--- config.mk ---
export PLATFORM = sky130hd
export DESIGN_NAME = pipe_fetch_unit_flat
export DESIGN_NICKNAME = d
export VERILOG_FILES = /design/src/rtl/pipe_fetch_unit_if.sv /design/src/rtl/pipe_fetch_unit.sv /design/src/flat_wrapper.sv
export SDC_FILE = /design/constraint.sdc
export NUM_CORES = 1
export LEC_CHECK = 0
export BUFFER_PORTS_ARGS = -buffer_cell sky130_fd_sc_hd__clkbuf_2
export CAP_MARGIN = 40
export CORE_MARGIN = 5
export CORE_UTILIZATION = 29
export CTS_CLUSTER_SIZE = 40
export DETAILED_ROUTE_END_ITERATION = 12
export PLACE_DENSITY_LB_ADDON = 0.08
export SLEW_MARGIN = 30
export SYNTH_ARGS = -nofsm -noshare
export SYNTH_HDL_FRONTEND = slang
export SYNTH_SLANG_ARGS = --single-unit
--- constraint.sdc ---
create_clock -name clk -period 5.72 [get_ports clk]
set_input_delay 0.286 -clock clk [delete_from_list [all_inputs] [get_ports clk]]
set_output_delay 0.286 -clock clk [all_outputs]
set_load 0.03 [all_outputs]
--- src/rtl/pipe_fetch_unit_if.sv ---
// Fetch-unit bus: instruction-memory port, hazard/redirect controls,
// IF/ID outputs and RAS status flags. The fetch unit uses the master
// modport and the surrounding CPU or testbench uses the slave modport.
// When FETCH_STATS_EN is defined, the bus also carries the stall and
// redirect statistics counters.
interface pipe_fetch_unit_if #(
  parameter int unsigned PC_W  = 12,
  parameter int unsigned INS_W = 19,
  parameter int unsigned OFF_W = 8
);
  logic [PC_W-1:0]  imem_addr;
  logic [INS_W-1:0] imem_data;
  logic             stall;
  logic             flush;
  logic [1:0]       pc_src;
  logic [PC_W-1:0]  target;
  logic [PC_W-1:0]  branch_base;
  logic [OFF_W-1:0] branch_off;
  logic             call;
  logic [PC_W-1:0]  ifid_pc;
  logic [INS_W-1:0] ifid_ins;
  logic             ifid_valid;
  logic             ras_overflow;
  logic             ras_underflow;
`ifdef FETCH_STATS_EN
  logic [15:0]      stall_cycles;
  logic [15:0]      redirect_count;
`endif

  // Fetch-unit side
  modport master (
`ifdef FETCH_STATS_EN
    output stall_cycles,
    output redirect_count,
`endif
    output imem_addr,
    input  imem_data,
    input  stall,
    input  flush,
    input  pc_src,
    input  target,
    input  branch_base,
    input  branch_off,
    input  call,
    output ifid_pc,
    output ifid_ins,
    output ifid_valid,
    output ras_overflow,
    output ras_underflow
  );

  // CPU / memory side
  modport slave (
`ifdef FETCH_STATS_EN
    input  stall_cycles,
    input  redirect_count,
`endif
    input  imem_addr,
    output imem_data,
    output stall,
    output flush,
    output pc_src,
    output target,
    output branch_base,
    output branch_off,
    output call,
    input  ifid_pc,
    input  ifid_ins,
    input  ifid_valid,
    input  ras_overflow,
    input  ras_underflow
  );
endinterface

--- src/rtl/pipe_fetch_unit.sv ---
// Instruction-fetch front end: PC register, next-PC selection (sequential,
// jump, return, PC-relative branch), a circular return-address stack and
// the IF/ID pipeline register with stall/flush/valid tracking.
// Optional statistics counters are enabled by defining FETCH_STATS_EN.
module pipe_fetch_unit #(
  parameter int unsigned     PC_W      = 12,
  parameter int unsigned     INS_W     = 19,
  parameter int unsigned     OFF_W     = 8,
  parameter int unsigned     RAS_DEPTH = 8,
  parameter logic [PC_W-1:0] RESET_PC  = '0
) (
  input  logic               clk,
  input  logic               rst,
  pipe_fetch_unit_if.master  bus
);

  localparam int unsigned PTR_W = $clog2(RAS_DEPTH);
  localparam int unsigned CNT_W = PTR_W + 1;

  localparam logic [1:0] SRC_SEQ  = 2'b00;
  localparam logic [1:0] SRC_JUMP = 2'b01;
  localparam logic [1:0] SRC_RET  = 2'b10;
  localparam logic [1:0] SRC_BR   = 2'b11;

  logic [PC_W-1:0]  pc_q, pc_d;
  logic [PC_W-1:0]  ras_q [RAS_DEPTH];
  logic [PC_W-1:0]  ras_d [RAS_DEPTH];
  logic [PTR_W-1:0] sp_q, sp_d;
  logic [CNT_W-1:0] cnt_q, cnt_d;
  logic             ovf_q, ovf_d;
  logic             unf_q, unf_d;
  logic [PC_W-1:0]  ifid_pc_q, ifid_pc_d;
  logic [INS_W-1:0] ifid_ins_q, ifid_ins_d;
  logic             ifid_valid_q, ifid_valid_d;

  logic [PC_W-1:0]  pc_inc;
  logic [PC_W-1:0]  off_sext;
  logic [PTR_W-1:0] top_idx;
  logic             ras_full;
  logic             ras_empty;

  assign pc_inc    = pc_q + PC_W'(1);
  assign off_sext  = PC_W'($signed(bus.branch_off));
  assign top_idx   = sp_q - PTR_W'(1);
  assign ras_full  = (cnt_q == CNT_W'(RAS_DEPTH));
  assign ras_empty = (cnt_q == '0);

  // Next-PC selection and return-stack update.
  // sp_q is the next free slot; once the stack is full it also points at the
  // oldest entry, so a push while full overwrites that entry.
  always_comb begin
    pc_d  = pc_q;
    ras_d = ras_q;
    sp_d  = sp_q;
    cnt_d = cnt_q;
    ovf_d = ovf_q;
    unf_d = unf_q;
    case (bus.pc_src)
      SRC_SEQ: begin
        if (!bus.stall) pc_d = pc_inc;
      end
      SRC_JUMP: begin
        pc_d = bus.target;
        if (bus.call) begin
          ras_d[sp_q] = bus.branch_base;
          sp_d        = sp_q + PTR_W'(1);
          if (ras_full) ovf_d = 1'b1;
          else          cnt_d = cnt_q + CNT_W'(1);
        end
      end
      SRC_RET: begin
        if (ras_empty) begin
          pc_d  = RESET_PC;
          unf_d = 1'b1;
        end else begin
          pc_d  = ras_q[top_idx];
          sp_d  = top_idx;
          cnt_d = cnt_q - CNT_W'(1);
        end
      end
      SRC_BR: begin
        pc_d = bus.branch_base + off_sext;
      end
      default: pc_d = pc_q;
    endcase
  end

  // IF/ID register: flush beats stall, and stall holds the register.
  always_comb begin
    ifid_pc_d    = ifid_pc_q;
    ifid_ins_d   = ifid_ins_q;
    ifid_valid_d = ifid_valid_q;
    if (bus.flush) begin
      ifid_pc_d    = '0;
      ifid_ins_d   = '0;
      ifid_valid_d = 1'b0;
    end else if (!bus.stall) begin
      ifid_pc_d    = pc_inc;
      ifid_ins_d   = bus.imem_data;
      ifid_valid_d = 1'b1;
    end
  end

  // State registers with asynchronous active-low reset.
  always_ff @(posedge clk or negedge rst) begin
    if (!rst) begin
      pc_q         <= RESET_PC;
      for (int unsigned i = 0; i < RAS_DEPTH; i++) ras_q[i] <= '0;
      sp_q         <= '0;
      cnt_q        <= '0;
      ovf_q        <= 1'b0;
      unf_q        <= 1'b0;
      ifid_pc_q    <= '0;
      ifid_ins_q   <= '0;
      ifid_valid_q <= 1'b0;
    end else begin
      pc_q         <= pc_d;
      ras_q        <= ras_d;
      sp_q         <= sp_d;
      cnt_q        <= cnt_d;
      ovf_q        <= ovf_d;
      unf_q        <= unf_d;
      ifid_pc_q    <= ifid_pc_d;
      ifid_ins_q   <= ifid_ins_d;
      ifid_valid_q <= ifid_valid_d;
    end
  end

  assign bus.imem_addr     = pc_q;
  assign bus.ifid_pc       = ifid_pc_q;
  assign bus.ifid_ins      = ifid_ins_q;
  assign bus.ifid_valid    = ifid_valid_q;
  assign bus.ras_overflow  = ovf_q;
  assign bus.ras_underflow = unf_q;

`ifdef FETCH_STATS_EN
  logic [15:0] stall_cycles_q, stall_cycles_d;
  logic [15:0] redirect_count_q, redirect_count_d;

  // Saturating statistics counters.
  always_comb begin
    stall_cycles_d   = stall_cycles_q;
    redirect_count_d = redirect_count_q;
    if (bus.stall && (bus.pc_src == SRC_SEQ) && (stall_cycles_q != '1))
      stall_cycles_d = stall_cycles_q + 16'd1;
    if ((bus.pc_src != SRC_SEQ) && (redirect_count_q != '1))
      redirect_count_d = redirect_count_q + 16'd1;
  end

  // Statistics registers.
  always_ff @(posedge clk or negedge rst) begin
    if (!rst) begin
      stall_cycles_q   <= '0;
      redirect_count_q <= '0;
    end else begin
      stall_cycles_q   <= stall_cycles_d;
      redirect_count_q <= redirect_count_d;
    end
  end

  assign bus.stall_cycles   = stall_cycles_q;
  assign bus.redirect_count = redirect_count_q;
`endif

endmodule
--- src/flat_wrapper.sv ---
// flat-port wrapper written by rule: the top's interface ports become plain ports
module pipe_fetch_unit_flat 
#(
  parameter int unsigned     PC_W      = 12,
  parameter int unsigned     INS_W     = 19,
  parameter int unsigned     OFF_W     = 8,
  parameter int unsigned     RAS_DEPTH = 8,
  parameter logic [PC_W-1:0] RESET_PC  = '0
)
  (clk, rst, bus_imem_addr, bus_imem_data, bus_stall, bus_flush, bus_pc_src, bus_target, bus_branch_base, bus_branch_off, bus_call, bus_ifid_pc, bus_ifid_ins, bus_ifid_valid, bus_ras_overflow, bus_ras_underflow);
  pipe_fetch_unit_if #(.PC_W(PC_W), .INS_W(INS_W), .OFF_W(OFF_W)) bus_i ();
  input  logic clk;
  input  logic rst;
  output wire logic [$bits(bus_i.imem_addr)-1:0] bus_imem_addr;
  input wire logic [$bits(bus_i.imem_data)-1:0] bus_imem_data;
  input wire logic [$bits(bus_i.stall)-1:0] bus_stall;
  input wire logic [$bits(bus_i.flush)-1:0] bus_flush;
  input wire logic [$bits(bus_i.pc_src)-1:0] bus_pc_src;
  input wire logic [$bits(bus_i.target)-1:0] bus_target;
  input wire logic [$bits(bus_i.branch_base)-1:0] bus_branch_base;
  input wire logic [$bits(bus_i.branch_off)-1:0] bus_branch_off;
  input wire logic [$bits(bus_i.call)-1:0] bus_call;
  output wire logic [$bits(bus_i.ifid_pc)-1:0] bus_ifid_pc;
  output wire logic [$bits(bus_i.ifid_ins)-1:0] bus_ifid_ins;
  output wire logic [$bits(bus_i.ifid_valid)-1:0] bus_ifid_valid;
  output wire logic [$bits(bus_i.ras_overflow)-1:0] bus_ras_overflow;
  output wire logic [$bits(bus_i.ras_underflow)-1:0] bus_ras_underflow;
  assign bus_imem_addr = bus_i.imem_addr;
  assign bus_i.imem_data = bus_imem_data;
  assign bus_i.stall = bus_stall;
  assign bus_i.flush = bus_flush;
  assign bus_i.pc_src = bus_pc_src;
  assign bus_i.target = bus_target;
  assign bus_i.branch_base = bus_branch_base;
  assign bus_i.branch_off = bus_branch_off;
  assign bus_i.call = bus_call;
  assign bus_ifid_pc = bus_i.ifid_pc;
  assign bus_ifid_ins = bus_i.ifid_ins;
  assign bus_ifid_valid = bus_i.ifid_valid;
  assign bus_ras_overflow = bus_i.ras_overflow;
  assign bus_ras_underflow = bus_i.ras_underflow;
  pipe_fetch_unit #(.PC_W(PC_W), .INS_W(INS_W), .OFF_W(OFF_W), .RAS_DEPTH(RAS_DEPTH), .RESET_PC(RESET_PC)) u_core (.clk(clk), .rst(rst), .bus(bus_i));
endmodule
# After elaboration in Yosys (flattened, before gate mapping)
# Cells that the tools add are included.
# Widths: inputs -> output; s select.
# totals
reg_bits	149
inputBits	58
output_inout_bits	46
elab_cells	66
# classes
add_sub_neg	6
magnitude_cmp	3
n_eq_ne	9
n_mux	21
n_bitwise	2
n_reduce_logical	9
# op_table
cell	n
$bwmux 96	1
$mux 12	6
$pmux 12 s4	1
$mux 19	2
$bmux 12 s3	1
$demux 12 s3	1
$add 12x1->12 const B	1
$add 12x12->12	1
$mux 4	3
$ge 4x4->1 const B	2
$ne 2x2->1 const B	4
$not 3->4	2
$pmux 4 s2	1
$mux 3	2
$pmux 3 s2	1
$reduce_and 3->1	2
$add 4x1->4 const B	1
$eq 2x2->1 const B	2
$eq 4x4->1 const B	1
$logic_not 4->1	1
$lt 4x1->1 const B	1
$reduce_and 2->1	2
$reduce_and 4->1	1
$sub 4x1->4 const B	1
other kinds (8)	9

# Logic depth before layout (Yosys ltp)
# Gate-level depths: netlist of run 1.
# depth
word_depth	7
ltp_mapped	12
depth_no_buf	10

# Worst setup path before layout of run 1
# No wires, ideal clock.
# synth_timing
path_kind	reg2reg
startpoint	register u_core.sp_q[0]
endpoint	register u_core.pc_q[1], in the netlist u_core.bus.imem_addr[1]
setup_time_ps	120
t_arrival_ps	2509
required_ps	5600
path_slack_ps	3091
path_stages_with_launch	13
n_path_buf	5
period_less_slack_ps	2629
path_cell_list	dfrtp_1 buf_4 buf_4 inv_1 ha_1 clkbuf_1 buf_2 buf_2 mux4_2 mux2i_1 nor2_1 o22ai_1 nand2_1
# synth_via
elab_chain_len	7
# synth_lines
item	line	text
from (decl)	pipe_fetch_unit.sv:28	logic [PTR_W-1:0] sp_q, sp_d;
from (signal assigned)	pipe_fetch_unit.sv:119	sp_q <= sp_d;
$sub 3x1->3	pipe_fetch_unit.sv:44	assign top_idx = sp_q - PTR_W'(1);
$not 3->4 (not written as such)	pipe_fetch_unit.sv:76	pc_d = ras_q[top_idx];
$bmux 12 s3	pipe_fetch_unit.sv:76	
$mux 12 (not written as such) (2 in series)	pipe_fetch_unit.sv:76	
$mux 12	pipe_fetch_unit.sv:72	if (ras_empty) begin
$pmux 12 s4	pipe_fetch_unit.sv:58	case (bus.pc_src)
to (signal assigned)	pipe_fetch_unit.sv:117	pc_q <= pc_d;
to (decl)	pipe_fetch_unit.sv:25	logic [PC_W-1:0] pc_q, pc_d;
# No other way between the ends. The select of a mux whose other input is x is not followed.
# A chain may end at the register's enable or synchronous reset.

# Worst setup path after layout of run 1
# layout_timing
startpoint	register u_core.sp_q[0]
endpoint	register u_core.pc_q[8], in the netlist u_core.bus.imem_addr[8]
# Same word-level chain as after synthesis.

==> results of run 1 <==
-- kinds of logic after synthesis --
family	count (synthesis)	share of synthesized area [%]
buffers and inverters	46	2.85
multiplexers	154	26.3
adder cells (fa/ha/maj)	18	3.17
XOR/XNOR	34	3.93
AND/OR/NAND/NOR	146	8.70
flip-flops	149	49.2
AO/OA/AOI/OAI	79	5.89
-- synth_stat cells (2+ instances only) --
cell	n	area (sq um)
mux2_4	8	120
nor4_1	2	12.5
nor3_1	7	35.0
mux2i_1	33	330
a21oi_1	35	175
o21ai_0	22	110
xor2_1	16	140
or3_1	3	18.8
nor3b_1	3	22.5
o22a_1	2	17.5
nor2b_1	5	31.3
buf_2	13	65.1
a21o_1	4	30.0
o22ai_1	5	31.3
fa_1	2	40.0
clkbuf_1	12	45.0
nand2_1	34	128
a31oi_1	3	18.8
or2_2	2	12.5
mux4_2	24	541
xnor2_1	18	158
nand2b_1	6	37.5
buf_4	2	15.0
buf_1	4	15.0
and3_1	2	12.5
a211oi_1	2	15.0
ha_1	16	200
nor2_1	65	244
inv_1	12	45.0
mux2_2	89	1000
nand3_1	12	60.1
dfrtp_1	149	3730
-- per-layer routing --
layer	GRT usage, %	share of wire (%)	vias up
met1	19.2	46	2659
met4	3.75	0.84	2
met3	2.74	5.1	14
li1	-	-	2424
met5	0	0.058	-
met2	23.4	48	118
-- worst max-delay path by stage --
stage	start	to	slack, ns	cells after the start
2_1_floorplan	u_core.sp_q[0]	u_core.bus.imem_addr[1]	3.09	12
3_3_place_gp	u_core.sp_q[0]	u_core.bus.imem_addr[8]	2.41	8
3_5_place_dp	u_core.sp_q[0]	u_core.bus.imem_addr[8]	2.62	8
4_1_cts	u_core.sp_q[0]	u_core.bus.imem_addr[8]	2.59	8
5_1_grt	u_core.sp_q[0]	u_core.bus.imem_addr[8]	2.41	8
6_report	u_core.sp_q[0]	u_core.bus.imem_addr[8]	2.66	8
-- power by group through the flow --
stage          sequential [uW]  clock [uW]  combinational, uW
2_1_floorplan             1740           0               1200
3_3_place_gp              1780           0               1590
3_5_place_dp              1770           0               1700
4_1_cts                   1750        1190               1700
5_1_grt                   1800        1230               1830
6_report                  1750        1150               1670
-- worst max-delay path, delay by kind of cell, from the launching register on --
| family | cells | cell delay, ns |
|---|---|---|
| multiplexers | 2 | 0.64 |
| adder cells (fa/ha/maj) | 1 | 0.51 |
| flip-flops | 1 | 0.75 |
| buffers and inverters | 2 | 0.52 |
| AO/OA/AOI/OAI | 3 | 0.53 |
-- through the flow --
step,instance area (sq um),setup WS (ns)
after floorplan,7580,3.09
after global placement,8420,2.41
final,9140,2.66
after detailed placement,8530,2.62
after CTS,9140,2.59
after global routing,9140,2.41
-- layout make-up --
cell class | instances | area (sq um) | share of cell area (%)
Clock buffer | 17 | 425 | 4.66
Timing Repair Buffer | 116 | 681 | 7.45
Tap cell | 335 | 419 | 4.59
Clock inverter | 15 | 168 | 1.84
Inverter | 12 | 45.0 | 0.493
Sequential cell | 149 | 3730 | 40.8
Multi-Input combinational cell | 431 | 3670 | 40.1
-- cell usage in the layout, fill, tap and decap left out, drive strengths merged, types with 2 or more instances in the layout --
cell,Yosys,routed
nand2b,7,7
nor3,7,7
a21oi,35,35
nor3b,3,3
mux2,97,97
clkbuf,13,119
a21o,4,4
clkinvlp,0,2
and3,2,2
mux4,24,24
nor4,2,2
bufinv,0,2
clkinv,0,3
dfrtp,149,149
a31oi,3,3
buf,21,13
mux2i,33,33
o22ai,5,5
o21ai,23,23
fa,2,2
xnor2,18,18
inv,12,20
nor2b,5,5
nand2,34,34
nand3,12,12
nor2,65,65
or3,3,3
o22a,2,2
ha,16,16
xor2,16,16
or2,3,3
a211oi,2,2
-- registers in the layout, summed over array words and instances (netlist names) --
| register | flops |
|---|---|
| u_core.sp_q | 3 |
| u_core.ras_q | 96 |
| u_core.bus.ifid_pc | 12 |
| u_core.bus.ras_overflow | 1 |
| u_core.bus.ifid_valid | 1 |
| u_core.bus.imem_addr | 12 |
| u_core.bus.ras_underflow | 1 |
| u_core.bus.ifid_ins | 19 |
| u_core.cnt_q | 4 |
==> results by group, run 1 <==
Flow run
  • Maximum Capacitance Violations: 0

Placed design
  • Port-buffer cells: 103
  • Placed cells: 1042
  • Dpl hpwl: 15000 microns
  • RD Place Congestion: 0.747

Drt
  • 1st-pass router iterations: 4
  • Via count: 5217
  • Drt drc: 0
  • Routed WL per cell: 19.1 microns
  • Initial DRC count: 217
  • DRT Wirelength: 20500 microns
  • Antenna-violating nets left: 0
  • Vias per cell: 4.85

Power
  • Internal power: 3000 uW
  • Pwr Total: 4570 uW
  • Register share of total power: 38.3%
  • Worst vdd ir: 0.211 mV
  • Sw frac: 34.4%
  • P_sw: 1570 uW
  • Clk pwr share: 25.1%
  • Power Density: 501 nW/um^2
  • Comb power frac: 36.5%
  • Lkg Pwr: 0.00430 uW

Timing
  • Count of final setup violators: 0
  • Final min period: 3.06 ns
  • Setup_tns: 0 ns
  • Fin crit share: 53.6%
  • Max Slew Vio Count: 0
  • Worst hold margin: 0.103 ns
  • Slew margin rel.: 48.5%
  • RSZ-0062 raised after global routing: false
  • Fmax: 326 MHz
  • Final Hold Viols: 0
  • Setup Skew: 0.00972 ns
  • Worst-margin pin slew: 0.771 ns

CTS
  • CTS tree: yes
  • Number of hold buffers added after CTS: 1
  • Worst skew pair latency: 0.42 ns
  • CTS buffer count: 17
  • Clk slew on worst S/H paths: 0.07 ns
  • CTS resizes: 0
  • CTS sink cnt: 149
  • # Post-CTS Setup Buffers: 0
  • CTS Root Cell: clkbuf_16
  • Max Root-Sink Buffers: 2
  • CTS H-tree depth: 4

Logic synthesis
  • Asr flop ratio synth: 100%
  • Yosys reg bits: 149
  • Syn Inst Count: 626
  • EDFF count, synth: 0
  • Syn nets: 702
  • Post-synth top flop: dfrtp_1
  • Ys Warns: 0
  • Share of the yosys chip area belonging to registers: 49.2%
  • Synthesized cell area: 7580 sq um
  • Mapped Avg Cell Area: 12.1 sq um
  • Unique masters post-synth: 46

Floorplan
  • Die area: 29500 sq um
  • I/O Pins: 104
  • Starting Density: 29.3%
  • Chip Height: 172 microns
  • Die Wd: 172 microns
  • FP Rows: 59
  • Core Area: 25900 sq um

Worst setup path
  • R2r setup slk: 2.66 ns
  • Crit path DAT: 3.36 ns
  • CP endpoint kind: flip-flop
  • Slowest CP cell: dfrtp_2
  • Reg-to-Reg End: u_core.bus.imem_addr[8]
  • Crit-path cells: inv_1, ha_1, buf_4, mux4_2, mux2_2, a21oi_1, a31oi_1, a311o_1
  • CP Class: flip-flop to flip-flop
  • Crit-path max cell delay: 0.75 ns
  • Worst r2r src: u_core.sp_q[0]
  • CP max FO: 20
  • R2R cell count: 8
  • Worst EP required: 6.02 ns
  • CP startpoint kind: flip-flop

Layout
  • Syn-to-layout area delta: 20.5%
  • Layout Nets: 803
  • Util after Layout: 35.3%
  • # diodes: 0
  • Non-filler cells, final: 1075
  • # fillers: 2544
  • Layout cells sized above 1: 37.6%

Global route
  • Global Route Usage Sum: 14.2%
  • Number of global-route vias before repair: 5429
  • Gr ovfl total: 0
  • First-pass GRT wire length: 32100 microns
  • Largest net degree at the start of global routing: 65
  • Antenna violations before repair: 1

Worst hold path
  • Min-Delay Endpoint: u_core.bus.ifid_ins[2]
  • Min-delay src: bus_imem_data[2]
  • Hold Crit Depth: 3
  • Min-Delay Path Class: input port to flip-flop

Run status
  • Status: completed
Power figures use the tool's default switching activity.
==> run 2: changes to the inputs <==
Clock period 5.72 ns to 3.19 ns, I/O delays scaled along.
==> results by group, run 2 (synthesis results as in run 1) <==
Run status
  • Status: completed

Placed design
  • RD Place Congestion: 0.730 (-2.2%)
  • Port-buffer cells: 103 (unchanged)
  • Dpl hpwl: 14500 microns (-2.8%)
  • Cell Area, Placed: 8490 sq um (-0.45%)

CTS
  • CTS Root Cell: clkbuf_16
  • Max Root-Sink Buffers: 2 (unchanged)
  • Worst skew pair latency: 0.42 ns (about the same)
  • CTS tree: yes
  • CTS buffer count: 17 (unchanged)
  • CTS resizes: 0 (unchanged)
  • CTS H-tree depth: 4 (unchanged)
  • CTS sink cnt: 149 (unchanged)
  • Clk slew on worst S/H paths: 0.07 ns (about the same)

Floorplan
  • FP Rows: 59 (unchanged)
  • Die Wd: 172 microns (unchanged)
  • Die area: 29500 sq um (unchanged)
  • Starting Density: 29.3% (unchanged)
  • I/O Pins: 104 (unchanged)
  • Core Area: 25900 sq um (unchanged)
  • Chip Height: 172 microns (unchanged)

Worst setup path
  • Worst r2r src: u_core.sp_q[1]
  • Crit-path max cell delay: 0.50 ns (-0.25 ns)
  • Crit-path cells: inv_1, ha_1, buf_4, mux4_2, mux2_2, a21oi_1, a31oi_1, a311o_1
  • Slowest CP cell: ha_1
  • Worst EP required: 3.49 ns (-2.53 ns)
  • Crit path DAT: 2.78 ns (-0.58 ns)
  • R2R cell count: 8 (unchanged)
  • CP endpoint kind: flip-flop
  • CP max FO: 7 (-65%)
  • Reg-to-Reg End: u_core.bus.imem_addr[8]
  • CP startpoint kind: flip-flop
  • CP top delay family: multiplexers
  • WP buf/inv: 2 (unchanged)
  • R2r setup slk: 0.71 ns (-1.95 ns)
  • CP Class: flip-flop to flip-flop

Timing
  • Fin crit share: 77.8% (+24 points)
  • Worst hold margin: 0.0148 ns (-0.0886 ns)
  • Max Slew Vio Count: 0 (unchanged)
  • Setup_tns: 0 ns (unchanged)
  • RSZ-0062 raised after global routing: false
  • Final Hold Viols: 0 (unchanged)
  • Fmax: 403 MHz (+23%)
  • Setup Skew: 0.00855 ns (-0.00117 ns)
  • Count of final setup violators: 0 (unchanged)
  • Final min period: 2.48 ns (-0.581 ns)
  • Slew margin rel.: 54.3% (+5.9 points)
  • Worst-margin pin slew: 0.685 ns (-0.0860 ns)

Drt
  • 1st-pass router iterations: 4 (unchanged)
  • Drt drc: 0 (unchanged)
  • Vias per cell: 4.81 (-0.97%)
  • Routed WL per cell: 18.8 microns (-1.6%)
  • Via count: 5277 (+1.2%)
  • DRT Wirelength: 20600 microns (+0.46%)
  • Initial DRC count: 214 (-1.4%)
  • Antenna-violating nets left: 0 (unchanged)

Global route
  • Gr ovfl total: 0 (unchanged)
  • Global Route Usage Sum: 14.5% (+0.33 points)
  • First-pass GRT wire length: 32700 microns (+1.9%)
  • Number of global-route vias before repair: 5704 (+5.1%)
  • Antenna violations before repair: 1 (unchanged)
  • Largest net degree at the start of global routing: 82 (+26%)

Worst hold path
  • Min-Delay Endpoint: u_core.bus.ifid_ins[17]
  • Hold Crit Depth: 3 (unchanged)
  • Min-Delay Path Class: input port to flip-flop
  • Min-delay src: bus_imem_data[17]

Power
  • Power Density: 886 nW/um^2 (+77%)
  • Worst vdd ir: 0.362 mV (+71%)
  • Lkg Pwr: 0.00438 uW (+1.9%)

Layout
  • Most common cell after layout, fill and taps aside: dfrtp_1
  • Max FFs per register: 96 (unchanged)
  • Commonest cells after routing, fill and taps aside: dfrtp_1, clkbuf_2, mux2_2
  • # diodes: 0 (unchanged)
  • Syn-to-layout area delta: 23.0%
  • Layout cells sized above 1: 37.0% (-0.61 points)
  • Largest Register: u_core.ras_q
  • Design area: 9320 sq um (+2.1%)
  • Layout Nets: 826 (+2.9%)
  • # fillers: 2554 (+0.39%)

Flow run
  • Maximum Capacitance Violations: 0 (unchanged)
## run 2: cell count changes in the layout (fill, tap and decap cells not counted), moves of 2 or more
cell and delta:
buf_6 -4, nor3_2 +2, clkinv_2 -2, buf_4 +9, nor3_4 -2, dlygate4sd3_1 +18
## run 2: how the worst max path moves through the flow
| stage | startpoint | to | slack (ns) | cells past startpoint |
|---|---|---|---|---|
| floorplan | u_core.sp_q[0] | u_core.bus.imem_addr[1] | 0.56 | 12 |
| global placement | u_core.sp_q[1] | u_core.bus.imem_addr[8] | 0.77 | 8 |
| detailed placement | u_core.sp_q[1] | u_core.bus.imem_addr[8] | 0.72 | 8 |
| CTS | u_core.sp_q[1] | u_core.bus.imem_addr[8] | 0.71 | 8 |
| global route | u_core.sp_q[1] | u_core.bus.imem_addr[8] | 0.57 | 8 |
| finish | u_core.sp_q[1] | u_core.bus.imem_addr[8] | 0.71 | 8 |
## run 2: metrics by stage
stage	worst slack, ns	instances	utilization [%]	total power (uW)
finish	0.707	1098	36.0	8260
global route	0.568	1098	36.0	8780
CTS	0.712	1096	35.8	8390
detailed placement	0.722	1045	32.8	6240
global placement	0.769	1045	32.8	6170
floorplan	0.561	626	-	5280
## run 2: routing by layer
metal | share of wire, % | up-vias | track usage, %
li1 | - | 2479 | -
met1 | 46 | 2652 | 19.5
met2 | 48 | 127 | 23.9
met3 | 5.3 | 17 | 3.03
met4 | 1.1 | 2 | 4.10
met5 | 0.063 | - | 0
## run 2: power breakdown
group / switching, uW / internal, uW / total, uW
clock network: 879 / 1200 / 2080
registers: 449 / 2610 / 3050
logic: 1510 / 1620 / 3130
## run 2: layout make-up
| type | instances | area (sq um) | area share (%) |
|---|---|---|---|
| multi-input cells | 431 | 3650 | 39.2 |
| clock buffers | 18 | 439 | 4.71 |
| repair buffers | 139 | 876 | 9.39 |
| well taps | 335 | 419 | 4.50 |
| flip-flops and latches | 149 | 3730 | 40.0 |
| inverters | 12 | 45.0 | 0.483 |
| clock inverters | 14 | 163 | 1.74 |
## run 2: worst min-delay path, delay by kind of cell
family                 cells  cell delay [ns]
muxes                      1             0.05
and+or+nand+nor            1             0.10
buffers and inverters      1             0.08
## run 2: timing repair
item	in CTS	in global routing
endpoints found under the hold margin	97	0
setup buffers	0	0
hold buffers	19	0
